==> src/rtl/router_pkt_src_if.sv <==
// Host and router signal bundle for router_pkt_src.
//   slave  : view taken by router_pkt_src (consumes requests/payload and
//            busy/err, drives the router side and status)
//   master : view taken by the environment (host plus router) that drives
//            requests, payload bytes, busy and err
// Signals:
//   req_valid/req_addr/req_len/req_bad_par -> request in; req_ready/req_rej out
//   pl_valid/pl_data -> payload in; pl_ready out
//   busy/err -> router status in; packet_valid/datain -> router data out
//   pkt_done/err_flag/pkt_cnt -> completion status out
interface router_pkt_src_if #(
  parameter int CNT_W = 16
);
  logic             req_valid;
  logic [1:0]       req_addr;
  logic [5:0]       req_len;
  logic             req_bad_par;
  logic             req_ready;
  logic             req_rej;
  logic             pl_valid;
  logic [7:0]       pl_data;
  logic             pl_ready;
  logic             busy;
  logic             err;
  logic             packet_valid;
  logic [7:0]       datain;
  logic             pkt_done;
  logic             err_flag;
  logic [CNT_W-1:0] pkt_cnt;

  modport slave (
    input  req_valid, req_addr, req_len, req_bad_par, pl_valid, pl_data, busy, err,
    output req_ready, req_rej, pl_ready, packet_valid, datain, pkt_done, err_flag, pkt_cnt
  );

  modport master (
    output req_valid, req_addr, req_len, req_bad_par, pl_valid, pl_data, busy, err,
    input  req_ready, req_rej, pl_ready, packet_valid, datain, pkt_done, err_flag, pkt_cnt
  );
endinterface

==> src/rtl/router_pkt_src.sv <==
// Upstream packet source for the 1x3 router.
// Accepts a host request (destination + length), buffers the whole payload,
// then sends header, payload and parity as one contiguous packet so that
// packet_valid never drops mid-payload. Stalls while the router is busy and
// records router parity errors seen during the inter-frame gap.
// Ports:
//   clk  : single clock, rising edge
//   rst  : synchronous reset, active-high
//   bus  : router_pkt_src_if.slave (request, payload, router and status signals)
// Parameters:
//   MAX_LEN : largest accepted payload length (<=63), buffer depth
//   IFG     : idle cycles after parity before the next request (>=1)
//   CNT_W   : width of pkt_cnt (must match the interface CNT_W)
module router_pkt_src #(
  parameter int MAX_LEN = 63,
  parameter int IFG     = 2,
  parameter int CNT_W   = 16
) (
  input  logic               clk,
  input  logic               rst,
  router_pkt_src_if.slave    bus
);

  localparam int         GAP_W     = (IFG < 2) ? 1 : $clog2(IFG);
  localparam logic [6:0] MAX_LEN_C = 7'(MAX_LEN);

  typedef enum logic [2:0] {
    S_IDLE,
    S_LOAD,
    S_HEADER,
    S_PAYLOAD,
    S_PARITY,
    S_GAP
  } state_t;

  state_t           r_state;
  logic [1:0]       r_addr;
  logic [5:0]       r_len;
  logic             r_bad_par;
  logic [5:0]       r_wr_ptr;
  logic [5:0]       r_rd_ptr;
  logic [7:0]       r_parity;
  logic [GAP_W-1:0] r_gap;
  logic             r_packet_valid;
  logic [7:0]       r_datain;
  logic             r_req_rej;
  logic             r_pkt_done;
  logic             r_err_flag;
  logic [CNT_W-1:0] r_pkt_cnt;
  logic [7:0]       r_buf [MAX_LEN];

  logic       w_req_ready;
  logic       w_pl_ready;
  logic       w_req_fire;
  logic       w_pl_fire;
  logic       w_req_legal;
  logic       w_last_wr;
  logic       w_last_rd;
  logic [5:0] w_rd_next;
  logic [7:0] w_hdr;
  logic [7:0] w_par_mask;

  // Handshake readies decode straight from the registered state.
  assign w_req_ready = (r_state == S_IDLE);
  assign w_pl_ready  = (r_state == S_LOAD);
  assign w_req_fire  = bus.req_valid & w_req_ready;
  assign w_pl_fire   = bus.pl_valid & w_pl_ready;
  assign w_req_legal = (bus.req_addr != 2'd3) && (bus.req_len != 6'd0) &&
                       ({1'b0, bus.req_len} <= MAX_LEN_C);
  assign w_last_wr   = (r_wr_ptr == r_len - 6'd1);
  assign w_last_rd   = (r_rd_ptr == r_len - 6'd1);
  assign w_rd_next   = r_rd_ptr + 6'd1;
  assign w_hdr       = {r_len, r_addr};
  assign w_par_mask  = r_bad_par ? 8'hFF : 8'h00;

  // Payload buffer: data only, contents are don't-care after reset.
  always_ff @(posedge clk) begin
    if (w_pl_fire) begin
      r_buf[r_wr_ptr] <= bus.pl_data;
    end
  end

  // Control FSM. datain always holds the byte currently offered to the
  // router, so a busy stall simply means "change nothing".
  always_ff @(posedge clk) begin
    if (rst) begin
      r_state        <= S_IDLE;
      r_addr         <= '0;
      r_len          <= '0;
      r_bad_par      <= 1'b0;
      r_wr_ptr       <= '0;
      r_rd_ptr       <= '0;
      r_parity       <= '0;
      r_gap          <= '0;
      r_packet_valid <= 1'b0;
      r_datain       <= '0;
      r_req_rej      <= 1'b0;
      r_pkt_done     <= 1'b0;
      r_err_flag     <= 1'b0;
      r_pkt_cnt      <= '0;
    end else begin
      r_req_rej  <= 1'b0;
      r_pkt_done <= 1'b0;
      if ((r_state == S_GAP) && bus.err) begin
        r_err_flag <= 1'b1;
      end
      case (r_state)
        S_IDLE: begin
          if (w_req_fire) begin
            if (w_req_legal) begin
              r_addr    <= bus.req_addr;
              r_len     <= bus.req_len;
              r_bad_par <= bus.req_bad_par;
              r_wr_ptr  <= '0;
              r_rd_ptr  <= '0;
              r_state   <= S_LOAD;
            end else begin
              r_req_rej <= 1'b1;
            end
          end
        end
        S_LOAD: begin
          if (w_pl_fire) begin
            r_wr_ptr <= r_wr_ptr + 6'd1;
            if (w_last_wr) begin
              r_packet_valid <= 1'b1;
              r_datain       <= w_hdr;
              r_state        <= S_HEADER;
            end
          end
        end
        S_HEADER: begin
          if (!bus.busy) begin
            r_parity <= w_hdr;
            r_datain <= r_buf[6'd0];
            r_rd_ptr <= '0;
            r_state  <= S_PAYLOAD;
          end
        end
        S_PAYLOAD: begin
          if (!bus.busy) begin
            r_parity <= r_parity ^ r_datain;
            if (w_last_rd) begin
              // Final byte leaves now; present the (optionally inverted) parity.
              r_packet_valid <= 1'b0;
              r_datain       <= r_parity ^ r_datain ^ w_par_mask;
              r_state        <= S_PARITY;
            end else begin
              r_rd_ptr <= w_rd_next;
              r_datain <= r_buf[w_rd_next];
            end
          end
        end
        S_PARITY: begin
          if (!bus.busy) begin
            r_gap   <= '0;
            r_state <= S_GAP;
          end
        end
        S_GAP: begin
          if (r_gap == GAP_W'(IFG - 1)) begin
            r_pkt_done <= 1'b1;
            r_pkt_cnt  <= r_pkt_cnt + 1'b1;
            r_state    <= S_IDLE;
          end else begin
            r_gap <= r_gap + 1'b1;
          end
        end
        default: r_state <= S_IDLE;
      endcase
    end
  end

  assign bus.req_ready    = w_req_ready;
  assign bus.pl_ready     = w_pl_ready;
  assign bus.req_rej      = r_req_rej;
  assign bus.packet_valid = r_packet_valid;
  assign bus.datain       = r_datain;
  assign bus.pkt_done     = r_pkt_done;
  assign bus.err_flag     = r_err_flag;
  assign bus.pkt_cnt      = r_pkt_cnt;

endmodule
==> src/flat_wrapper.sv <==
// flat-port wrapper written by rule: the top's interface ports become plain ports
module router_pkt_src_flat 
#(
  parameter int MAX_LEN = 63,
  parameter int IFG     = 2,
  parameter int CNT_W   = 16
)
  (clk, rst, bus_req_valid, bus_req_addr, bus_req_len, bus_req_bad_par, bus_pl_valid, bus_pl_data, bus_busy, bus_err, bus_req_ready, bus_req_rej, bus_pl_ready, bus_packet_valid, bus_datain, bus_pkt_done, bus_err_flag, bus_pkt_cnt);
  router_pkt_src_if #(.CNT_W(CNT_W)) bus_i ();
  input  logic clk;
  input  logic rst;
  input wire logic [$bits(bus_i.req_valid)-1:0] bus_req_valid;
  input wire logic [$bits(bus_i.req_addr)-1:0] bus_req_addr;
  input wire logic [$bits(bus_i.req_len)-1:0] bus_req_len;
  input wire logic [$bits(bus_i.req_bad_par)-1:0] bus_req_bad_par;
  input wire logic [$bits(bus_i.pl_valid)-1:0] bus_pl_valid;
  input wire logic [$bits(bus_i.pl_data)-1:0] bus_pl_data;
  input wire logic [$bits(bus_i.busy)-1:0] bus_busy;
  input wire logic [$bits(bus_i.err)-1:0] bus_err;
  output wire logic [$bits(bus_i.req_ready)-1:0] bus_req_ready;
  output wire logic [$bits(bus_i.req_rej)-1:0] bus_req_rej;
  output wire logic [$bits(bus_i.pl_ready)-1:0] bus_pl_ready;
  output wire logic [$bits(bus_i.packet_valid)-1:0] bus_packet_valid;
  output wire logic [$bits(bus_i.datain)-1:0] bus_datain;
  output wire logic [$bits(bus_i.pkt_done)-1:0] bus_pkt_done;
  output wire logic [$bits(bus_i.err_flag)-1:0] bus_err_flag;
  output wire logic [$bits(bus_i.pkt_cnt)-1:0] bus_pkt_cnt;
  assign bus_i.req_valid = bus_req_valid;
  assign bus_i.req_addr = bus_req_addr;
  assign bus_i.req_len = bus_req_len;
  assign bus_i.req_bad_par = bus_req_bad_par;
  assign bus_i.pl_valid = bus_pl_valid;
  assign bus_i.pl_data = bus_pl_data;
  assign bus_i.busy = bus_busy;
  assign bus_i.err = bus_err;
  assign bus_req_ready = bus_i.req_ready;
  assign bus_req_rej = bus_i.req_rej;
  assign bus_pl_ready = bus_i.pl_ready;
  assign bus_packet_valid = bus_i.packet_valid;
  assign bus_datain = bus_i.datain;
  assign bus_pkt_done = bus_i.pkt_done;
  assign bus_err_flag = bus_i.err_flag;
  assign bus_pkt_cnt = bus_i.pkt_cnt;
  router_pkt_src #(.MAX_LEN(MAX_LEN), .IFG(IFG), .CNT_W(CNT_W)) u_core (.clk(clk), .rst(rst), .bus(bus_i));
endmodule
==> config.mk <==
export PLATFORM = sky130hd
export DESIGN_NAME = router_pkt_src_flat
export DESIGN_NICKNAME = d
export VERILOG_FILES = /design/src/rtl/router_pkt_src_if.sv /design/src/rtl/router_pkt_src.sv /design/src/flat_wrapper.sv
export SDC_FILE = /design/constraint.sdc
export NUM_CORES = 1
export LEC_CHECK = 0
export BUFFER_PORTS_ARGS = -buffer_cell sky130_fd_sc_hd__buf_2
export CELL_PAD_IN_SITES_DETAIL_PLACEMENT = 1
export CELL_PAD_IN_SITES_GLOBAL_PLACEMENT = 1
export CORE_ASPECT_RATIO = 0.6
export CORE_UTILIZATION = 45
export DETAILED_ROUTE_END_ITERATION = 10
export PLACE_DENSITY = 0.72
export SLEW_MARGIN = 20
export SYNTH_ARGS = -nofsm -noshare
export SYNTH_HDL_FRONTEND = slang
export SYNTH_SLANG_ARGS = --single-unit
==> constraint.sdc <==
create_clock -name clk -period 4.85 [get_ports clk]
set_input_delay 0.485 -clock clk [delete_from_list [all_inputs] [get_ports clk]]
set_output_delay 0.485 -clock clk [all_outputs]
set_load 0.005 [all_outputs]
==> impl_metrics.prom <==
# TYPE chip_impl_metric gauge
chip_impl_info{name="status",value="completed"} 1
chip_impl_metric{name="power.clock.fraction",unit="%"} 38.6
chip_impl_info{name="start_kind",value="flip-flop"} 1
chip_impl_metric{name="post_dp_hpwl",unit="microns"} 39200
chip_impl_info{name="critical_path.cell_chain",value="buf_4 > nor3b_1 > nand2_1 > nor2_1 > nand2_1 > nor2_1"} 1
chip_impl_metric{name="floorplan.rows",unit=""} 63
chip_impl_metric{name="mappedNetlistNets",unit=""} 1327
chip_impl_metric{name="synth_enable_flop_cells",unit=""} 504
chip_impl_metric{name="final_antenna_net_count",unit=""} 0
chip_impl_metric{name="cts_repair_resize_count",unit=""} 0
chip_impl_metric{name="finalMaxSlewViolations",unit=""} 0
chip_impl_metric{name="worstPathBufferInverterCount",unit=""} 1
chip_impl_metric{name="slew-limit-headroom",unit="%"} 20.3
chip_impl_metric{name="total_number_of_clock_tree_sinks",unit=""} 565
chip_impl_metric{name="sequentialPowerShare",unit="%"} 55.5
chip_impl_metric{name="place.gp.congestion",unit=""} 0.860
chip_impl_metric{name="max_freq",unit="GHz"} 0.271
chip_impl_metric{name="max-clock-path-buffers",unit=""} 3
chip_impl_metric{name="cts.clk_slew.worst_paths",unit="ns"} 0.07
chip_impl_metric{name="power_per_cell_area",unit="nW/um^2"} 381
chip_impl_metric{name="fin_tns_setup",unit="ns"} 0
chip_impl_metric{name="final_layout_size_suffix_gt1_share",unit="%"} 22.2
chip_impl_info{name="worst_hold_startpoint",value="bus_req_bad_par"} 1
chip_impl_metric{name="yosysWarningCount",unit=""} 0
chip_impl_metric{name="mappedNetlistArea",unit="sq um"} 23000
chip_impl_metric{name="timing.critical_path.required",unit="ns"} 5.05
chip_impl_metric{name="totalPowerFinal",unit="mW"} 9.72
chip_impl_metric{name="grt_use_total",unit="%"} 23.4
chip_impl_metric{name="grt_antenna_before_repair",unit=""} 2
chip_impl_metric{name="die_area",unit="sq um"} 52100
chip_impl_metric{name="internal_power",unit="mW"} 7.53
chip_impl_metric{name="tightest_slew",unit="ns"} 1.18
chip_impl_info{name="r2r-start",value="u_core.r_state[0]"} 1
chip_impl_metric{name="routed_wl",unit="microns"} 60300
chip_impl_metric{name="multiInputGateArea",unit="sq um"} 6300
chip_impl_metric{name="slowest_delay",unit="ns"} 0.94
chip_impl_info{name="top_delay_family_on_crit_path",value="simple AND/OR/NAND/NOR gates"} 1
chip_impl_metric{name="worstSetupPathDepth",unit=""} 6
chip_impl_metric{name="hold_viol_final",unit=""} 0
chip_impl_metric{name="cts_h_tree_depth",unit=""} 2
chip_impl_metric{name="hold-path-cell-count",unit=""} 3
chip_impl_metric{name="start_util",unit="%"} 46.1
chip_impl_info{name="worstSetupPathType",value="flip-flop to flip-flop"} 1
chip_impl_info{name="endpoint_kind",value="flip-flop"} 1
chip_impl_metric{name="place_inst",unit=""} 1986
chip_impl_info{name="post_synth_main_area_contributors",value="edfxtp_1 66%, mux4_2 14%, dfxtp_1 5.3%"} 1
chip_impl_info{name="cp_slowest_cell",value="nor2_1"} 1
chip_impl_metric{name="min_period",unit="ns"} 3.69
chip_impl_metric{name="max_cap_violations",unit=""} 0
chip_impl_metric{name="drtIter0Drc",unit=""} 1530
chip_impl_metric{name="final.fill_count",unit=""} 4640
chip_impl_metric{name="netlist-cell-type-count",unit=""} 67
chip_impl_metric{name="routed-via-count",unit=""} 12543
chip_impl_metric{name="synth_seq_area_share",unit="%"} 71.1
chip_impl_info{name="setup.worst_path.start",value="u_core.r_state[0]"} 1
chip_impl_metric{name="synthDominantCellAreaShare",unit="%"} 65.8
chip_impl_metric{name="synth-seq-cells",unit=""} 565
chip_impl_metric{name="vdd.ir_drop.worst",unit="mV"} 0.368
chip_impl_metric{name="rrSetupSlack",unit="ns"} 1.16
chip_impl_metric{name="grt_start_max_net_pins",unit=""} 95
chip_impl_metric{name="regArea",unit="sq um"} 16400
chip_impl_metric{name="clkLatencyLatePin",unit="ns"} 0.58
chip_impl_metric{name="timing.reg2reg.worst_path_depth",unit=""} 6
chip_impl_metric{name="grt_remaining_overflow",unit=""} 0
chip_impl_info{name="cts_root_buf",value="clkbuf_16"} 1
chip_impl_metric{name="power.combinational.fraction",unit="%"} 6.0
chip_impl_metric{name="io_pins",unit=""} 53
chip_impl_metric{name="vias_per_cell",unit=""} 6.05
chip_impl_metric{name="netsw",unit="mW"} 2.19
chip_impl_metric{name="post-route-util",unit="%"} 51.2
chip_impl_metric{name="total_cts_buffers",unit=""} 50
chip_impl_metric{name="drtPass1Iterations",unit=""} 5
chip_impl_metric{name="die_width",unit="microns"} 294
chip_impl_metric{name="post-route-cell-area",unit="sq um"} 25500
chip_impl_metric{name="first_global_vias",unit=""} 12438
chip_impl_info{name="unrepaired_setup_endpoints_after_global_routing",value="false"} 1
chip_impl_metric{name="final_setup_viols",unit=""} 0
chip_impl_metric{name="cp_max_fo",unit=""} 22
chip_impl_metric{name="antenna_cells_inserted",unit=""} 0
chip_impl_info{name="dominantRegCellSynth",value="edfxtp_1"} 1
chip_impl_metric{name="synth-async-reset-ratio",unit="%"} 0
chip_impl_metric{name="place_area",unit="sq um"} 24100
chip_impl_metric{name="drt-wirelength-per-cell",unit="microns"} 29.1
chip_impl_metric{name="layout-area-overhead-vs-synth",unit="%"} 11.0
chip_impl_metric{name="port-buffer-count",unit=""} 52
chip_impl_metric{name="synthCells",unit=""} 1300
chip_impl_metric{name="timing.clock.skew",unit="ns"} 0.0188
chip_impl_info{name="tritoncts",value="yes"} 1
chip_impl_info{name="min_path_type",value="input pin to flip-flop"} 1
chip_impl_metric{name="postCtsSetupBuffers",unit=""} 0
chip_impl_info{name="post-synth-top-area-cell",value="edfxtp_1"} 1
chip_impl_metric{name="p_leak",unit="nW"} 7.83
chip_impl_metric{name="die_height",unit="microns"} 177
chip_impl_metric{name="post-route-drc-count",unit=""} 0
chip_impl_metric{name="timing.final.crit_share",unit="%"} 76.0
chip_impl_metric{name="synthesized_area_divided_by_synthesized_cell_count",unit="sq um"} 17.7
chip_impl_metric{name="grt_pass1_wl",unit="microns"} 87400
chip_impl_metric{name="final_net_count",unit=""} 1383
chip_impl_metric{name="final_std_cells_w_o_fill",unit=""} 2072
chip_impl_metric{name="power.share.switching",unit="%"} 22.5
chip_impl_metric{name="core-area",unit="sq um"} 49900
chip_impl_metric{name="cts_hold_repair.buffers",unit=""} 0
chip_impl_metric{name="arrival",unit="ns"} 3.88
-- cell type report --
cell class,count,share of cell area [%]
sequential,565,64.1
multi-input combinational,646,24.7
clock buffer,70,5.32
tap,682,3.34
timing repair buffer,81,1.99
clock inverter,16,0.431
inverter,12,0.176
-- state kept, by name (all words and copies together), names as in the netlist, 3 cells and up --
name and cells:
u_core.bus.datain 8, u_core.bus.pkt_cnt 16, u_core.r_buf 504, u_core.r_len 6
u_core.r_parity 8, u_core.r_rd_ptr 6, u_core.r_state 3, u_core.r_wr_ptr 6
-- tightest hold or removal path, delay by kind of cell --
kind	cells	cell delay (ns)
and+or+nand+nor	1	0.07
muxes	1	0.05
buffers and inverters	1	0.07
-- per-stage QoR --
step	hold WS [ns]	worst slack, ns
after floorplan	0.460	2.05
after detailed placement	0.472	1.13
after CTS	0.111	1.13
after global placement	0.450	1.16
final	0.133	1.16
after global routing	0.152	0.997
-- per-layer routing --
layer | part of all wire [%] | routed length (microns) | up-vias | track usage, %
met5 | 0 | 0 | - | 0
met4 | 1.6 | 986 | 0 | 4.60
met3 | 9.3 | 5630 | 78 | 5.36
met2 | 41 | 24900 | 516 | 31.4
met1 | 48 | 28800 | 6678 | 38.4
li1 | - | - | 5271 | -
-- cell usage in the layout, fill, tap and decap left out, types with 33 or more instances in the layout --
cell type	count
a21oi_1	42
buf_2	50
clkbuf_16	51
dfxtp_1	60
edfxtp_1	504
mux4_2	143
nand2_1	72
nand3_1	33
nor2_1	115
o21ai_0	37
-- cells by family (layout without fill, tap and decap cells) --
family	count (synthesis)	after routing	synth area share, %
adders and majority gates	4	4	0.218
xor gates and xnor gates	52	52	2.22
buffers and inverters	89	179	1.72
AOI/OAI and AO/OA	139	139	3.93
and+or+nand+nor	286	286	5.84
muxes	165	165	15.0
DFF	565	565	71.1
-- cells in the mapped netlist (5+ instances only) --
| library cell | instances |
|---|---|
| nand4_1 | 8 |
| nor2b_1 | 5 |
| nor2_1 | 116 |
| dfxtp_1 | 61 |
| nand2_1 | 72 |
| a221o_1 | 7 |
| buf_1 | 7 |
| buf_2 | 22 |
| nor3b_1 | 12 |
| a221oi_1 | 6 |
| mux2i_1 | 20 |
| a2bb2oi_1 | 8 |
| nand3_1 | 33 |
| nor3_1 | 5 |
| a21oi_1 | 42 |
| o21ai_0 | 37 |
| inv_1 | 12 |
| buf_4 | 5 |
| a22oi_1 | 5 |
| clkbuf_1 | 41 |
| xnor2_1 | 27 |
| and3_1 | 6 |
| xor2_1 | 20 |
| a31oi_1 | 10 |
| mux4_2 | 143 |
| edfxtp_1 | 504 |
-- final timing paths --
check | to
max | u_core.r_buf[57][4]
max reg2reg | u_core.r_buf[57][4]
min | u_core.r_bad_par
min reg2reg | u_core.bus.err_flag
-- power by group through the flow --
stage	combinational, mW	clock, mW	sequential (mW)
6_report	0.580	3.75	5.40
2_1_floorplan	0.350	0	5.46
5_1_grt	0.624	3.95	5.40
3_5_place_dp	0.566	0	5.50
3_3_place_gp	0.548	0	5.50
4_1_cts	0.569	3.79	5.39
Power figures use the tool's default switching activity.
